===== src/rtl/button_count_pkg.sv =====
// Shared definitions for the button step counter.
// Channel indices and the per-channel repeat FSM states.
package button_count_pkg;

    localparam int NUM_CH = 4;
    localparam int CH_INC = 0;
    localparam int CH_DEC = 1;
    localparam int CH_ADD = 2;
    localparam int CH_SUB = 3;

    typedef enum logic [1:0] {
        IDLE,
        HOLD,
        REPEAT
    } rpt_state_t;

endpackage


===== src/rtl/button_step_counter_if.sv =====
// Button inputs, step operand and counter outputs.
// The board side is master, the counter is slave.
interface button_step_counter_if #(
    parameter int WIDTH = 16
);
    import button_count_pkg::*;

    logic              btn_inc;
    logic              btn_dec;
    logic              btn_add;
    logic              btn_sub;
    logic [WIDTH-1:0]  step;
    logic [WIDTH-1:0]  count;
    logic              limit_hit;
    logic [NUM_CH-1:0] press;

    modport master (
        output btn_inc, btn_dec, btn_add, btn_sub, step,
        input  count, limit_hit, press
    );

    modport slave (
        input  btn_inc, btn_dec, btn_add, btn_sub, step,
        output count, limit_hit, press
    );

endinterface


===== src/rtl/button_conditioner.sv =====
// One button channel: synchroniser, debouncer and
// single-shot / hold-to-repeat pulse generator.
module button_conditioner
    import button_count_pkg::*;
#(
    parameter int DEBOUNCE_CYCLES = 4,
    parameter int REPEAT_DELAY    = 16,
    parameter int REPEAT_PERIOD   = 4
) (
    input  logic clk,
    input  logic rst,
    input  logic btn,
    output logic press
);

    localparam int DW =
        (DEBOUNCE_CYCLES > 1) ? $clog2(DEBOUNCE_CYCLES) : 1;
    localparam int TMAX =
        (REPEAT_DELAY > REPEAT_PERIOD) ? REPEAT_DELAY : REPEAT_PERIOD;
    localparam int TW = (TMAX > 1) ? $clog2(TMAX) : 1;

    localparam logic [DW-1:0] DB_LAST     = DW'(DEBOUNCE_CYCLES - 1);
    localparam logic [TW-1:0] DELAY_LAST  = TW'(REPEAT_DELAY - 1);
    localparam logic [TW-1:0] PERIOD_LAST = TW'(REPEAT_PERIOD - 1);

    logic          s1;
    logic          s2;
    logic          db;
    logic [DW-1:0] db_cnt;
    rpt_state_t    state;
    logic [TW-1:0] timer;

    // Synchronise, then accept a new level only after a run of stable samples.
    always_ff @(posedge clk) begin
        if (rst) begin
            s1     <= 1'b0;
            s2     <= 1'b0;
            db     <= 1'b0;
            db_cnt <= '0;
        end else begin
            s1 <= btn;
            s2 <= s1;
            if (s2 == db) begin
                db_cnt <= '0;
            end else if (db_cnt == DB_LAST) begin
                db     <= s2;
                db_cnt <= '0;
            end else begin
                db_cnt <= db_cnt + 1'b1;
            end
        end
    end

    // Pulse on press, then after the hold delay pulse every repeat period.
    always_ff @(posedge clk) begin
        if (rst) begin
            state <= IDLE;
            timer <= '0;
            press <= 1'b0;
        end else begin
            press <= 1'b0;
            if (!db) begin
                state <= IDLE;
                timer <= '0;
            end else begin
                unique case (state)
                    IDLE: begin
                        state <= HOLD;
                        timer <= '0;
                        press <= 1'b1;
                    end
                    HOLD: begin
                        if (REPEAT_DELAY == 0) begin
                            timer <= '0;
                        end else if (timer == DELAY_LAST) begin
                            state <= REPEAT;
                            timer <= '0;
                            press <= 1'b1;
                        end else begin
                            timer <= timer + 1'b1;
                        end
                    end
                    REPEAT: begin
                        if (timer == PERIOD_LAST) begin
                            timer <= '0;
                            press <= 1'b1;
                        end else begin
                            timer <= timer + 1'b1;
                        end
                    end
                    default: begin
                        state <= IDLE;
                        timer <= '0;
                    end
                endcase
            end
        end
    end

endmodule


===== src/rtl/button_step_counter.sv =====
// Four-button accumulator: conditioned inc/dec/add/sub
// pulses, fixed-priority arbitration, wrap or clamp.
module button_step_counter
    import button_count_pkg::*;
#(
    parameter int WIDTH           = 16,
    parameter int DEBOUNCE_CYCLES = 4,
    parameter int REPEAT_DELAY    = 16,
    parameter int REPEAT_PERIOD   = 4,
    parameter bit SATURATE        = 1'b0
) (
    input logic                  clk,
    input logic                  rst,
    button_step_counter_if.slave bus
);

    logic [NUM_CH-1:0] raw;
    logic [NUM_CH-1:0] pulse;
    logic [WIDTH-1:0]  cnt_q;
    logic              lim_q;
    logic [WIDTH-1:0]  opnd;
    logic              do_op;
    logic              is_sub;
    logic [WIDTH:0]    nxt;

    assign raw = {bus.btn_sub, bus.btn_add, bus.btn_dec, bus.btn_inc};

    for (genvar i = 0; i < NUM_CH; i++) begin : g_ch
        button_conditioner #(
            .DEBOUNCE_CYCLES(DEBOUNCE_CYCLES),
            .REPEAT_DELAY   (REPEAT_DELAY),
            .REPEAT_PERIOD  (REPEAT_PERIOD)
        ) u_cond (
            .clk  (clk),
            .rst  (rst),
            .btn  (raw[i]),
            .press(pulse[i])
        );
    end

    // Pick the highest-priority pulse; the others are dropped.
    always_comb begin
        do_op  = 1'b1;
        is_sub = 1'b0;
        opnd   = '0;
        if (pulse[CH_INC]) begin
            opnd = WIDTH'(1);
        end else if (pulse[CH_DEC]) begin
            opnd   = WIDTH'(1);
            is_sub = 1'b1;
        end else if (pulse[CH_ADD]) begin
            opnd = bus.step;
        end else if (pulse[CH_SUB]) begin
            opnd   = bus.step;
            is_sub = 1'b1;
        end else begin
            do_op = 1'b0;
        end
        if (is_sub) begin
            nxt = {1'b0, cnt_q} - {1'b0, opnd};
        end else begin
            nxt = {1'b0, cnt_q} + {1'b0, opnd};
        end
    end

    // Apply the winning op; the extra bit flags carry or borrow.
    always_ff @(posedge clk) begin
        if (rst) begin
            cnt_q <= '0;
            lim_q <= 1'b0;
        end else begin
            lim_q <= do_op & nxt[WIDTH];
            if (do_op) begin
                if (SATURATE && nxt[WIDTH]) begin
                    cnt_q <= is_sub ? '0 : '1;
                end else begin
                    cnt_q <= nxt[WIDTH-1:0];
                end
            end
        end
    end

    assign bus.count     = cnt_q;
    assign bus.limit_hit = lim_q;
    assign bus.press     = pulse;

endmodule

===== src/flat_wrapper.sv =====
// flat-port wrapper written by rule: the top's interface ports become plain ports
module button_step_counter_flat import button_count_pkg::*;
#(
    parameter int WIDTH           = 16,
    parameter int DEBOUNCE_CYCLES = 4,
    parameter int REPEAT_DELAY    = 16,
    parameter int REPEAT_PERIOD   = 4,
    parameter bit SATURATE        = 1'b0
)
  (clk, rst, bus_btn_inc, bus_btn_dec, bus_btn_add, bus_btn_sub, bus_step, bus_count, bus_limit_hit, bus_press);
  button_step_counter_if #(.WIDTH(WIDTH)) bus_i ();
  input logic clk;
  input logic rst;
  input wire logic [$bits(bus_i.btn_inc)-1:0] bus_btn_inc;
  input wire logic [$bits(bus_i.btn_dec)-1:0] bus_btn_dec;
  input wire logic [$bits(bus_i.btn_add)-1:0] bus_btn_add;
  input wire logic [$bits(bus_i.btn_sub)-1:0] bus_btn_sub;
  input wire logic [$bits(bus_i.step)-1:0] bus_step;
  output wire logic [$bits(bus_i.count)-1:0] bus_count;
  output wire logic [$bits(bus_i.limit_hit)-1:0] bus_limit_hit;
  output wire logic [$bits(bus_i.press)-1:0] bus_press;
  assign bus_i.btn_inc = bus_btn_inc;
  assign bus_i.btn_dec = bus_btn_dec;
  assign bus_i.btn_add = bus_btn_add;
  assign bus_i.btn_sub = bus_btn_sub;
  assign bus_i.step = bus_step;
  assign bus_count = bus_i.count;
  assign bus_limit_hit = bus_i.limit_hit;
  assign bus_press = bus_i.press;
  button_step_counter #(.WIDTH(WIDTH), .DEBOUNCE_CYCLES(DEBOUNCE_CYCLES), .REPEAT_DELAY(REPEAT_DELAY), .REPEAT_PERIOD(REPEAT_PERIOD), .SATURATE(SATURATE)) u_core (.clk(clk), .rst(rst), .bus(bus_i));
endmodule

===== config.mk =====
export PLATFORM = sky130hd
export DESIGN_NAME = button_step_counter_flat
export DESIGN_NICKNAME = d
export VERILOG_FILES = /design/src/rtl/button_count_pkg.sv /design/src/rtl/button_step_counter_if.sv /design/src/rtl/button_conditioner.sv /design/src/rtl/button_step_counter.sv /design/src/flat_wrapper.sv
export SDC_FILE = /design/constraint.sdc
export NUM_CORES = 1
export LEC_CHECK = 0
export ABC_AREA = 1
export ABC_CLOCK_PERIOD_IN_PS = 3600
export CORE_MARGIN = 1.5
export CORE_UTILIZATION = 57
export DETAILED_ROUTE_END_ITERATION = 16
export PLACE_DENSITY = 0.9
export REMOVE_ABC_BUFFERS = 1
export SLEW_MARGIN = 5
export SYNTH_ARGS = -nofsm -noshare
export SYNTH_HDL_FRONTEND = slang
export SYNTH_HIERARCHICAL = 1
export SYNTH_SLANG_ARGS = --single-unit

===== constraint.sdc =====
create_clock -name clk -period 3.6 [get_ports clk]
set_input_delay 0.54 -clock clk [delete_from_list [all_inputs] [get_ports clk]]
set_output_delay 0.54 -clock clk [all_outputs]
set_load 0.005 [all_outputs]

; ---- Word level (Yosys, flattened, before mapping)
; Index checks and enable logic that the tools add are counted.
[totals]
reg_bits = 65
out_inout_bits = 21
[op_classes]
addsub = 10
n_eq_ne = 28
n_mux = 44
bitwise = 13
reduce_logical = 20
[op_table]
columns = operator, count
row1 = 16-bit 2-to-1 mux, 4
row2 = 4-bit 2-to-1 mux, 8
row3 = 4-bit one-hot mux with 2 select lines, 4
row4 = 2-bit one-hot mux with 3 select lines, 4
row5 = 16-bit by 16-bit adder with 17-bit output, 1
row6 = 17-bit 2-to-1 mux, 1
row7 = 16-bit by 16-bit subtractor with 17-bit output, 1
row8 = "4-bit by 1-bit adder with 4-bit output, second input constant", 4
row9 = "2-bit == test, second input constant", 8
row10 = "4-bit by 2-bit == test with 1-bit output, second input constant", 4
row11 = "4-bit == test, second input constant", 4
row12 = 2-bit AND reduction, 8
row13 = 1-bit 2-to-1 mux, 15
row14 = 1-bit inverter, 12
row15 = 1-bit one-hot mux with 3 select lines, 4
row16 = 3-bit OR reduction, 4
row17 = "2-bit by 1-bit adder with 2-bit output, second input constant", 4
row18 = "2-bit by 1-bit == test with 1-bit output, second input constant", 4
row19 = 2-bit logical NOT, 4
row20 = 2-bit 2-to-1 mux, 4
row21 = "2-bit != test, second input constant", 4
row22 = 2-bit OR reduction, 4
row23 = 1-bit == test, 4
row24 = 1-bit AND, 1

; ---- Depth between registers and ports, before layout
; Gate-level depths: netlist of the first run.
[logic_depth]
word_depth = 7
ltp_mapped = 22
mapped_depth_nobuf = 22

; ---- By module
; Netlist of the first run, hierarchy kept.
[by_module_without_submodules]
columns = module, n_inst, cells_each, area_each_um2
row1 = button_step_counter, 1, 423, 2478.6
row2 = button_conditioner, 4, 72, 556.8

; ---- Least setup slack after synthesis of the first run
; Ideal clock, no wire load.
[synth_timing]
path_kind = register -> register
start = register u_core.g_ch[0].u_cond.press
end = register u_core.cnt_q[15], in the netlist u_core/bus.count[15]
setup_ns = 0.109
arrival_time_ns = 2.423
t_required_ns = 3.491
path_slack_ns = 1.068
path_stages_with_launch = 20
period_less_slack_ns = 2.532
path_cell_list = dfxtp_1 > nor2_4 > inv_2 > a21oi_4 > ha_1 > nand3_2 > o21ai_1 > xor2_1 > inv_1 > ha_1 > nand2_1 > inv_1 > a21oi_1 > nand2_1 > nand2_1 > nand2_1 > nand2_1 > nand3_1 > nand2_1 > inv_1
[synth_between]
elab_chain_len = 3
word_cells_on_any_way = 6
[synth_lines]
columns = element, line
row1 = "start, declared", button_conditioner.sv:13  ; output logic press
row2 = "start signal, assigned", button_conditioner.sv:59  ; press <= 1'b0;
row3 = "start signal, assigned", button_conditioner.sv:61  ; press <= 1'b0;
row4 = "start signal, assigned", button_conditioner.sv:70  ; press <= 1'b1;
row5 = 16-bit 2-to-1 mux, button_step_counter.sv:46  ; if (pulse[CH_INC]) begin
row6 = 16-bit by 16-bit adder with 17-bit output / 16-bit by 16-bit subtractor with 17-bit output (equally long branches), "button_step_counter.sv:62, button_step_counter.sv:60"
row7 = 17-bit 2-to-1 mux, button_step_counter.sv:59  ; if (is_sub) begin
row8 = "end signal, assigned", button_step_counter.sv:75  ; cnt_q <= is_sub ? '0 : '1;
row9 = "end signal, assigned", button_step_counter.sv:77  ; cnt_q <= nxt[WIDTH-1:0];
row10 = "end, declared", button_step_counter.sv:19  ; logic [WIDTH-1:0] cnt_q;
; Parallel ways exist; a longest one is shown, timed or not.
; A chain may end at the register's enable or synchronous reset.

; ---- Final worst setup path of the first run
[layout_timing]
start = register u_core.g_ch[3].u_cond.press
end = register u_core.cnt_q[15], in the netlist u_core/bus.count[15]
[layout_between]
elab_chain_len = 6
word_cells_on_any_way = 14
[layout_lines]
columns = element, line
row1 = "start, declared", button_conditioner.sv:13
row2 = "start signal, assigned", button_conditioner.sv:59
row3 = "start signal, assigned", button_conditioner.sv:61
row4 = "start signal, assigned", button_conditioner.sv:70
row5 = 16-bit 2-to-1 mux, button_step_counter.sv:53  ; end else if (pulse[CH_SUB]) begin
row6 = 16-bit 2-to-1 mux, button_step_counter.sv:51  ; end else if (pulse[CH_ADD]) begin
row7 = 16-bit 2-to-1 mux, button_step_counter.sv:48  ; end else if (pulse[CH_DEC]) begin
row8 = 16-bit 2-to-1 mux, button_step_counter.sv:46
row9 = 16-bit by 16-bit adder with 17-bit output / 16-bit by 16-bit subtractor with 17-bit output (equally long branches), "button_step_counter.sv:62, button_step_counter.sv:60"
row10 = 17-bit 2-to-1 mux, button_step_counter.sv:59
; Parallel ways exist; a longest one is shown, timed or not.

==> out/metrics.yaml, run 1 <==
outcome:
  outcome: "finished clean"
synthesis:
  synth.distinct_cells: 37
  yosysSeqAreaShare_pct: 27.7
  yosys.area.top_type: "dfxtp_1"
  yosys.area.top_type_share_pct: 27.7
  synth_common_cells: "nand2_1, inv_1, nor2_1, dfxtp_1, nand3_1"
  synthArstFlopShare_pct: 0
  syn-cell-area_sq_um: 4710
  synth_edf_count: 0
  avgSynthCellArea_sq_um: 6.62
  synth_ff_type: "dfxtp_1"
  synth_area_leaders: "dfxtp_1, nand2_1, inv_1"
  syn_inst: 711
  yosysMostFrequentCell: "nand2_1"
  synth_seq_cells: 65
  yosysWarnings: 6
flow_run:
  maxCapViolations: 0
placed_design:
  hpwlAfterDp_microns: 7890
  portBuffers: 42
  dp.cells: 848
  place_congestion: 0.914
worst_setup_path:
  crit_arrival_ns: 3.32
  criticalPathCategory: "flop to flop"
  worstPathRequired_ns: 3.86
  crit_fanout: 23
  startpoint_type: "flop"
  r2r-start: "u_core/g_ch[3].u_cond/press$_SDFF_PP0_"
  crit_start: "u_core/g_ch[3].u_cond/press$_SDFF_PP0_"
  end_kind: "flop"
clock_tree:
  cts_root_buf: "clkbuf_8"
  numClockSinks: 65
  cts_tree: "built"
  cts_resized: 0
  clk_pin_slew_ns: 0.08
  hold_buffers: 0
  cts-buffers-inserted: 9
  cts_max_level: 3
  clkLatencyLatePin_ns: 0.37
  cts_buffer_depth: 2
  cts_setup_buffers: 0
sta:
  fin_crit_ns: 3.05
  min_period_over_period_pct: 84.8
  final_max_slew_viol_count: 0
  max_freq_mhz: 327
  setup_viol: 0
  finClkSkew_ns: 0.00973
  hold_viol_final: 0
  setup-tns-final_ns: 0
  relSlewSlack_pct: 35.6
  grt_setup_unrepaired: "no"
  worst_pin_slew_ns: 0.964
global_routing:
  grt_max_degree: 30
  antenna_found_initial: 0
  use_met3_pct: 7.77
  gr-usage-met1_pct: 26.2
  grt.overflow.total: 0
  grt-busiest-layer: "met2"
  grt_pass1_wl_microns: 18000
  grt_pass1_vias: 4370
  use_met2_pct: 47.6
  track_usage_pct: 25.9
routing:
  drtIter0Drc: 228
  num_vias: 4532
  firstDrtPassIters: 5
  post-route-drc-count: 0
  detail_route.wl_per_cell_microns: 12.1
  viasPerCell: 5.25
  ant_nets: 0
  drt_wl_total_microns: 10400
cells_and_area:
  antenna_cells: 0
  nFillCells: 637
  final_nets: 821
  final-instance-count-excl-fill: 864
  synthToLayoutAreaGrowth_pct: 14.8
  drive_gt1_share_pct: 8.53
floorplanning:
  initial_core_util_pct: 60.0
  num_rows: 32
  die_w_microns: 93.9
  coreArea_sq_um: 7850
  die_area_sq_um: 8810
  ios: 43
  die_height_microns: 93.9
power_and_ir_drop:
  vdd_drop_max_mv: 0.386
  powerDensity_nw_per_um2: 271
  finalPower_w: 0.00146
  p_leak_nw: 2.82
min_path:
  hold_class: "flop to flop"
  hp-start: "u_core/g_ch[0].u_cond/s1$_SDFF_PP0_"
flip-flops by register name, indices dropped and copies added, names as in the netlist:
name	count
u_core/g_ch.u_cond/db	4
u_core/g_ch.u_cond/press	4
u_core/bus.count	16
u_core/g_ch.u_cond/s2	4
u_core/g_ch.u_cond/state	8
u_core/g_ch.u_cond/s1	4
u_core/g_ch.u_cond/db_cnt	8
u_core/bus.limit_hit	1
u_core/g_ch.u_cond/timer	16
power by group:
group	switching [W]	internal [W]	leakage (nW)
clock	0.000316	0.000361	0.102
sequential	0.00000279	0.000724	0.525
combinational	0.0000300	0.0000308	2.20
total	0.000349	0.00112	2.82
placed cells by master (no fill, tap or decap), drive strengths merged, types with 11 or more instances in the layout:
| cell type | n |
|---|---|
| xor2 | 14 |
| nand2 | 178 |
| o21ai | 20 |
| ha | 41 |
| clkdlybuf4s50 | 42 |
| inv | 158 |
| clkbuf | 11 |
| nand3 | 71 |
| dfxtp | 65 |
| a21oi | 31 |
| o211ai | 13 |
| nor2 | 80 |
worst paths after layout:
path                                    endpoint  slack [ns]  depth (start not counted)
max            u_core/bus.count[15]$_SDFFE_PP0P_        0.55                         16
min          u_core/g_ch[0].u_cond/s2$_SDFF_PP0_        0.40                          2
max reg2reg    u_core/bus.count[15]$_SDFFE_PP0P_        0.55                         16
min reg2reg  u_core/g_ch[0].u_cond/s2$_SDFF_PP0_        0.40                          2
kinds of logic (layout without fill, tap and decap cells):
| logic type | Yosys count | after routing | synth area share (%) |
|---|---|---|---|
| adder cells (fa/ha/maj) | 42 | 42 | 11.3 |
| XOR/XNOR | 20 | 20 | 3.72 |
| AO/OA/AOI/OAI | 67 | 67 | 8.85 |
| AND/OR/NAND/NOR | 350 | 350 | 33.8 |
| buffers and inverters | 167 | 218 | 14.6 |
| flip-flops | 65 | 65 | 27.7 |
metal layers:
| layer | up-vias | wire, microns |
|---|---|---|
| met5 | - | 0 |
| met4 | 0 | 356 |
| met3 | 39 | 551 |
| met2 | 140 | 5330 |
| met1 | 2063 | 4190 |
| li1 | 2290 | - |
through the flow:
| step | utilization, % | setup WS, ns | instance area [sq um] | hold slack (ns) |
|---|---|---|---|---|
| after floorplan | - | 0.744 | 4630 | 0.388 |
| after global routing | 68.8 | 0.311 | 5400 | 0.415 |
| after CTS | 68.8 | 0.533 | 5400 | 0.400 |
| after detailed placement | 66.1 | 0.344 | 5190 | 0.398 |
| after global placement | 66.1 | 0.405 | 5190 | 0.391 |
| final | 68.8 | 0.546 | 5400 | 0.402 |
worst max-delay path, stage by stage (launching register included):
cell and delay, ns:
dfxtp_1 0.39, inv_1 0.09, nand2_4 0.26, nand3_1 0.24, ha_1 0.35, o21ai_0 0.38
ha_1 0.31, nand2_1 0.08, nor2_1 0.06, o21ai_0 0.21, nand2_1 0.15, nand2_1 0.10
nand2_1 0.06, nand2_1 0.06, nand3_1 0.06, nand2_1 0.10, inv_1 0.04
layout make-up:
type / instances / area, sq um / area share, %
multi-input cells: 479 / 2720 / 50.3
clock buffers: 11 / 151 / 2.80
well taps: 102 / 128 / 2.36
flip-flops and latches: 65 / 1300 / 24.1
repair buffers: 44 / 435 / 8.06
inverters: 158 / 607 / 11.2
clock inverters: 5 / 62.6 / 1.16
Power figures use the tool's default switching activity.
==> inputs of run 2 (changes only) <==
--- a/config.mk
+++ b/config.mk
@@ -6,7 +6,7 @@
 export NUM_CORES = 1
 export LEC_CHECK = 0
 export ABC_AREA = 1
-export ABC_CLOCK_PERIOD_IN_PS = 3600
+export ABC_CLOCK_PERIOD_IN_PS = 3000
 export CORE_MARGIN = 1.5
 export CORE_UTILIZATION = 57
 export DETAILED_ROUTE_END_ITERATION = 16
==> constraint.sdc (replaced) <==
create_clock -name clk -period 3 [get_ports clk]
set_input_delay 0.45 -clock clk [delete_from_list [all_inputs] [get_ports clk]]
set_output_delay 0.45 -clock clk [all_outputs]
set_load 0.005 [all_outputs]
==> out/metrics.yaml, run 2 (same netlist as run 1, synthesis figures left out) <==
outcome:
  outcome: "finished clean"
clock_tree:
  hold_buffers: 0
  clk_pin_slew_ns: 0.08
  numClockSinks: 65
  clkLatencyLatePin_ns: 0.35
  cts_tree: "built"
  cts-buffers-inserted: 9
  cts_root_buf: "clkbuf_8"
  cts_max_level: 3
  cts_buffer_depth: 2
global_routing:
  grt.overflow.total: 0
  grt_max_degree: 19
  grt_pass1_wl_microns: 18700
  track_usage_pct: 26.6
  antenna_found_initial: 0
  grt_pass1_vias: 4478
worst_setup_path:
  slowest_delay_ns: 0.37
  r2r_cells: 20
  crit_arrival_ns: 3.07
  criticalPathCategory: "flop to flop"
  cpMostUsedCell: "nand2_1"
  worstPathRequired_ns: 3.25
  crit_chain: "nor2_4 > inv_2 > a21oi_4 > ha_2 > nand3_2 > nor2_2 > nand2_1 > nand2_1 > nand2_1 > nand2_1 > inv_1 > ha_1 > nand2_1 > nor2_1 > and2_1 > nand2_1 > nand3_1 > nand3_1 > nand2_1 > inv_1"
  rrSetupSlack_ns: 0.19
  crit_slowest_cell: "dfxtp_1"
  r2r-start: "u_core/g_ch[0].u_cond/press$_SDFF_PP0_"
  crit_fanout: 5
  end_kind: "flop"
  worstReg2RegEnd: "u_core/bus.count[13]$_SDFFE_PP0P_"
  startpoint_type: "flop"
sta:
  worst_pin_slew_ns: 0.646
  fin_crit_ns: 2.81
  setup_viol: 0
  layout_setup_ws_ns: 0.185
  finClkSkew_ns: 0.00780
  max_freq_mhz: 355
  min_period_over_period_pct: 93.8
  final_max_slew_viol_count: 0
  hold_viol_final: 0
  relSlewSlack_pct: 56.8
  grt_setup_unrepaired: "yes"
min_path:
  hold_class: "flop to flop"
  holdPathStages: 2
  holdPathEnd: "u_core/g_ch[3].u_cond/s2$_SDFF_PP0_"
  hp-start: "u_core/g_ch[3].u_cond/s1$_SDFF_PP0_"
routing:
  drt_wl_total_microns: 11100
  ant_nets: 0
  firstDrtPassIters: 5
  num_vias: 4650
  drtIter0Drc: 231
  viasPerCell: 5.26
  detail_route.wl_per_cell_microns: 12.6
  post-route-drc-count: 0
power_and_ir_drop:
  internal-power_w: 0.00140
  finalPower_w: 0.00182
  vdd_drop_max_mv: 0.291
  p_leak_nw: 2.93
  powerDensity_nw_per_um2: 324
  switchingPower_w: 0.000415
  combPwrFrac_pct: 4.2
  switching_share_pct: 22.8
  pwr-share-seq_pct: 48.0
  clock_power_share_pct: 47.7
cells_and_area:
  layout_commonest_cell: "nand2_1"
  antenna_cells: 0
  nFillCells: 615
  final_nets: 841
  final_cell_area_sq_um: 5610
  drive_gt1_share_pct: 12.3
  synthToLayoutAreaGrowth_pct: 19.1
  mostFrequentLayoutCells: "nand2_1, inv_1, nor2_1, dfxtp_1, nand3_1"
  postLayoutCoreUtil_pct: 71.4
floorplanning:
  ios: 43
  die_w_microns: 93.9
  initial_core_util_pct: 60.0
  num_rows: 32
  die_height_microns: 93.9
  die_area_sq_um: 8810
  coreArea_sq_um: 7850
flow_run:
  maxCapViolations: 0
placed_design:
  place_congestion: 0.988
  place_ws_ns: -0.108
  dpl_cell_area_sq_um: 5330
  portBuffers: 42
  hpwlAfterDp_microns: 8370
[run 2: worst max-delay path by stage]
stage,from,end,slack (ns),depth (start not counted)
2_1_floorplan,u_core/g_ch[0].u_cond/press$_SDFF_PP0_,u_core/bus.count[11]$_SDFFE_PP0P_,0.14,17
3_3_place_gp,bus_step[0],u_core/bus.count[15]$_SDFFE_PP0P_,-0.02,18
3_5_place_dp,bus_step[0],u_core/bus.count[15]$_SDFFE_PP0P_,-0.11,18
4_1_cts,u_core/g_ch[0].u_cond/press$_SDFF_PP0_,u_core/bus.count[12]$_SDFFE_PP0P_,0.15,19
5_1_grt,u_core/g_ch[3].u_cond/press$_SDFF_PP0_,u_core/bus.count[14]$_SDFFE_PP0P_,-0.03,20
6_report,u_core/g_ch[0].u_cond/press$_SDFF_PP0_,u_core/bus.count[13]$_SDFFE_PP0P_,0.19,20
[run 2: power by group through the flow]
| stage | Sequential (W) | Combinational (W) | Clock, W |
|---|---|---|---|
| finish | 0.000872 | 0.0000770 | 0.000867 |
| global route | 0.000873 | 0.0000841 | 0.000920 |
| CTS | 0.000872 | 0.0000758 | 0.000882 |
| detailed placement | 0.000892 | 0.0000748 | 0 |
| global placement | 0.000892 | 0.0000728 | 0 |
| floorplan | 0.000892 | 0.0000265 | 0 |
[run 2: worst max-delay path, delay by kind of cell (launching register included)]
family | cells | cell delay [ns]
and+or+nand+nor | 14 | 1.51
adders and majority gates | 2 | 0.55
DFF | 1 | 0.37
buffers and inverters | 3 | 0.15
AOI/OAI and AO/OA | 1 | 0.12
[run 2: timing repair]
item                       4_1_cts  5_1_grt
setup endpoints to repair        0        8
buffers inserted                 0        1
hold endpoints to repair         0        0
gates resized for setup          0       13
[run 2: final cells by class]
class | instances | area, sq um | share of cell area, %
clock buffer | 10 | 138 | 2.45
clock inverter | 6 | 91.3 | 1.63
inverter | 158 | 607 | 10.8
multi-input combinational | 479 | 2750 | 49.1
sequential | 65 | 1300 | 23.2
tap | 102 | 128 | 2.28
timing repair buffer | 64 | 589 | 10.5
[run 2: routing by layer]
metal	GRT usage, %	vias up	share of wire [%]
li1	-	2333	-
met1	28.0	2135	39
met2	49.8	146	52
met3	4.45	36	5.5
met4	15.0	0	3.8
met5	0	-	0
[run 2: per-stage QoR]
stage	hold slack (ns)	TNS [ns]	cells
after floorplan	0.388	0	702
after global placement	0.389	-0.0169	867
after detailed placement	0.400	-0.503	867
after CTS	0.420	0	883
after global routing	0.433	-0.0674	884
final	0.417	0	884
==> inputs of run 3 (changes only) <==
--- a/config.mk
+++ b/config.mk
@@ -10,6 +10,7 @@
 export CORE_MARGIN = 1.5
 export CORE_UTILIZATION = 57
 export DETAILED_ROUTE_END_ITERATION = 16
+export GPL_ROUTABILITY_DRIVEN = 0
 export PLACE_DENSITY = 0.9
 export REMOVE_ABC_BUFFERS = 1
 export SLEW_MARGIN = 5
==> out/metrics.yaml, run 3 (same netlist as run 1, synthesis figures left out) <==
outcome:
  outcome: "finished clean"
routing:
  drt_wl_total_microns: 10800
  drtIter0Drc: 257
  firstDrtPassIters: 5
  ant_nets: 0
  post-route-drc-count: 0
  viasPerCell: 5.26
  num_vias: 4642
  detail_route.wl_per_cell_microns: 12.2
worst_setup_path:
  crit_chain: "nor2_4 > inv_2 > a21oi_4 > ha_1 > nand3_2 > nor2_2 > nand3_1 > nand2_1 > nand2_1 > nand2_1 > inv_1 > ha_1 > nand2_1 > inv_1 > nand2_1 > nand2_1 > a21oi_1 > nand2_1 > a21oi_1 > nor2_1"
  criticalPathCategory: "flop to flop"
  crit_slowest_cell: "dfxtp_2"
  crit_buf_inv: 3
  path_depth: 20
  crit_fanout: 5
  worstPathRequired_ns: 3.23
  r2r_cells: 20
  startpoint_type: "flop"
  cpMostUsedCell: "nand2_1"
  end_kind: "flop"
  slowest_delay_ns: 0.36
  crit_arrival_ns: 3.00
  crit_family: "simple AND/OR/NAND/NOR gates"
clock_tree:
  cts_tree: "built"
  cts_max_level: 3
  cts-buffers-inserted: 9
  cts_buffer_depth: 2
  clk_pin_slew_ns: 0.07
  cts_root_buf: "clkbuf_8"
  clkLatencyLatePin_ns: 0.34
  numClockSinks: 65
floorplanning:
  coreArea_sq_um: 7850
  die_area_sq_um: 8810
  ios: 43
  num_rows: 32
  die_height_microns: 93.9
  die_w_microns: 93.9
  initial_core_util_pct: 60.0
sta:
  finClkSkew_ns: 0.00674
  final_max_slew_viol_count: 0
  worst_pin_slew_ns: 0.468
  max_freq_mhz: 361
  relSlewSlack_pct: 68.7
  grt_setup_unrepaired: "no"
  setup-tns-final_ns: 0
  hold_viol_final: 0
  fin_crit_ns: 2.77
  min_period_over_period_pct: 92.3
  setup_viol: 0
cells_and_area:
  antenna_cells: 0
  final-instance-count-excl-fill: 883
  regArea_sq_um: 1300
  synthToLayoutAreaGrowth_pct: 17.7
  multi_input_area_sq_um: 2730
  nFillCells: 655
  layout_commonest_cell: "nand2_1"
  postLayoutCoreUtil_pct: 70.6
  final_nets: 840
  mostFrequentLayoutCells: "nand2_1, inv_1, nor2_1, dfxtp_1, nand3_1"
  final_cell_area_sq_um: 5540
  drive_gt1_share_pct: 11.1
power_and_ir_drop:
  p_leak_nw: 2.91
  vdd_drop_max_mv: 0.256
  powerDensity_nw_per_um2: 304
  finalPower_w: 0.00169
global_routing:
  grt_pass1_wl_microns: 18100
  grt_pass1_vias: 4428
  grt_max_degree: 19
  grt.overflow.total: 0
  antenna_found_initial: 0
  track_usage_pct: 25.7
placed_design:
  portBuffers: 42
  dpl_cell_area_sq_um: 5320
  dp.cells: 865
  hpwlAfterDp_microns: 8310
min_path:
  hold_class: "flop to flop"
  holdPathStages: 2
flow_run:
  maxCapViolations: 0
==> run 3: changes by cell type in the layout (fill, tap and decap cells not counted), sizes merged <==
cell / delta
clkinvlp: +1
clkbuf: +1
buf: -1
clkinv: -1
bufinv: -1
==> run 3: per-stage QoR <==
step	worst slack, ns	hold slack (ns)
3_3_place_gp	-0.0119	0.391
3_5_place_dp	-0.0709	0.398
6_report	0.232	0.408
4_1_cts	0.213	0.410
5_1_grt	0.0157	0.427
2_1_floorplan	0.144	0.388
==> run 3: worst paths after layout <==
check                                                             from                                  end  slack (ns)
worst max-delay path            u_core/g_ch[0].u_cond/press$_SDFF_PP0_      u_core/bus.limit_hit$_SDFF_PP0_        0.23
worst max register to register  u_core/g_ch[0].u_cond/press$_SDFF_PP0_      u_core/bus.limit_hit$_SDFF_PP0_        0.23
worst min-delay path               u_core/g_ch[1].u_cond/s1$_SDFF_PP0_  u_core/g_ch[1].u_cond/s2$_SDFF_PP0_        0.41
worst min register to register     u_core/g_ch[1].u_cond/s1$_SDFF_PP0_  u_core/g_ch[1].u_cond/s2$_SDFF_PP0_        0.41
==> run 3: report_power, final <==
group          internal (W)  total [W]  switching, W
sequential         0.000869   0.000872    0.00000319
combinational     0.0000391  0.0000752     0.0000361
clock              0.000383   0.000739      0.000355
total               0.00129    0.00169      0.000395
==> run 3: worst min-delay path: cells and delay by family (launching register included) <==
family | cells | cell delay, ns
buffers and inverters | 1 | 0.04
AND/OR/NAND/NOR | 1 | 0.03
flip-flops | 1 | 0.30
==> run 3: area by class of cell <==
class | instances | share of cell area, %
clock buffers | 11 | 2.37
clock inverters | 5 | 1.02
inverters | 158 | 11.0
multi-input cells | 479 | 49.3
flip-flops and latches | 65 | 23.5
well taps | 102 | 2.30
repair buffers | 63 | 10.5
==> run 3: timing repair <==
item,CTS,global route
gates resized for setup,0,6
setup buffers,0,2
hold buffers,0,0
endpoints found under the setup margin,0,3
endpoints found under the hold margin,0,0
==> run 3: metal layers <==
| layer | routed length [microns] | share of wire (%) | global-route usage [%] |
|---|---|---|---|
| met3 | 586 | 5.4 | 4.21 |
| met2 | 5520 | 51 | 48.6 |
| met1 | 4400 | 41 | 26.9 |
| met5 | 0 | 0 | 0 |
| met4 | 282 | 2.6 | 13.4 |
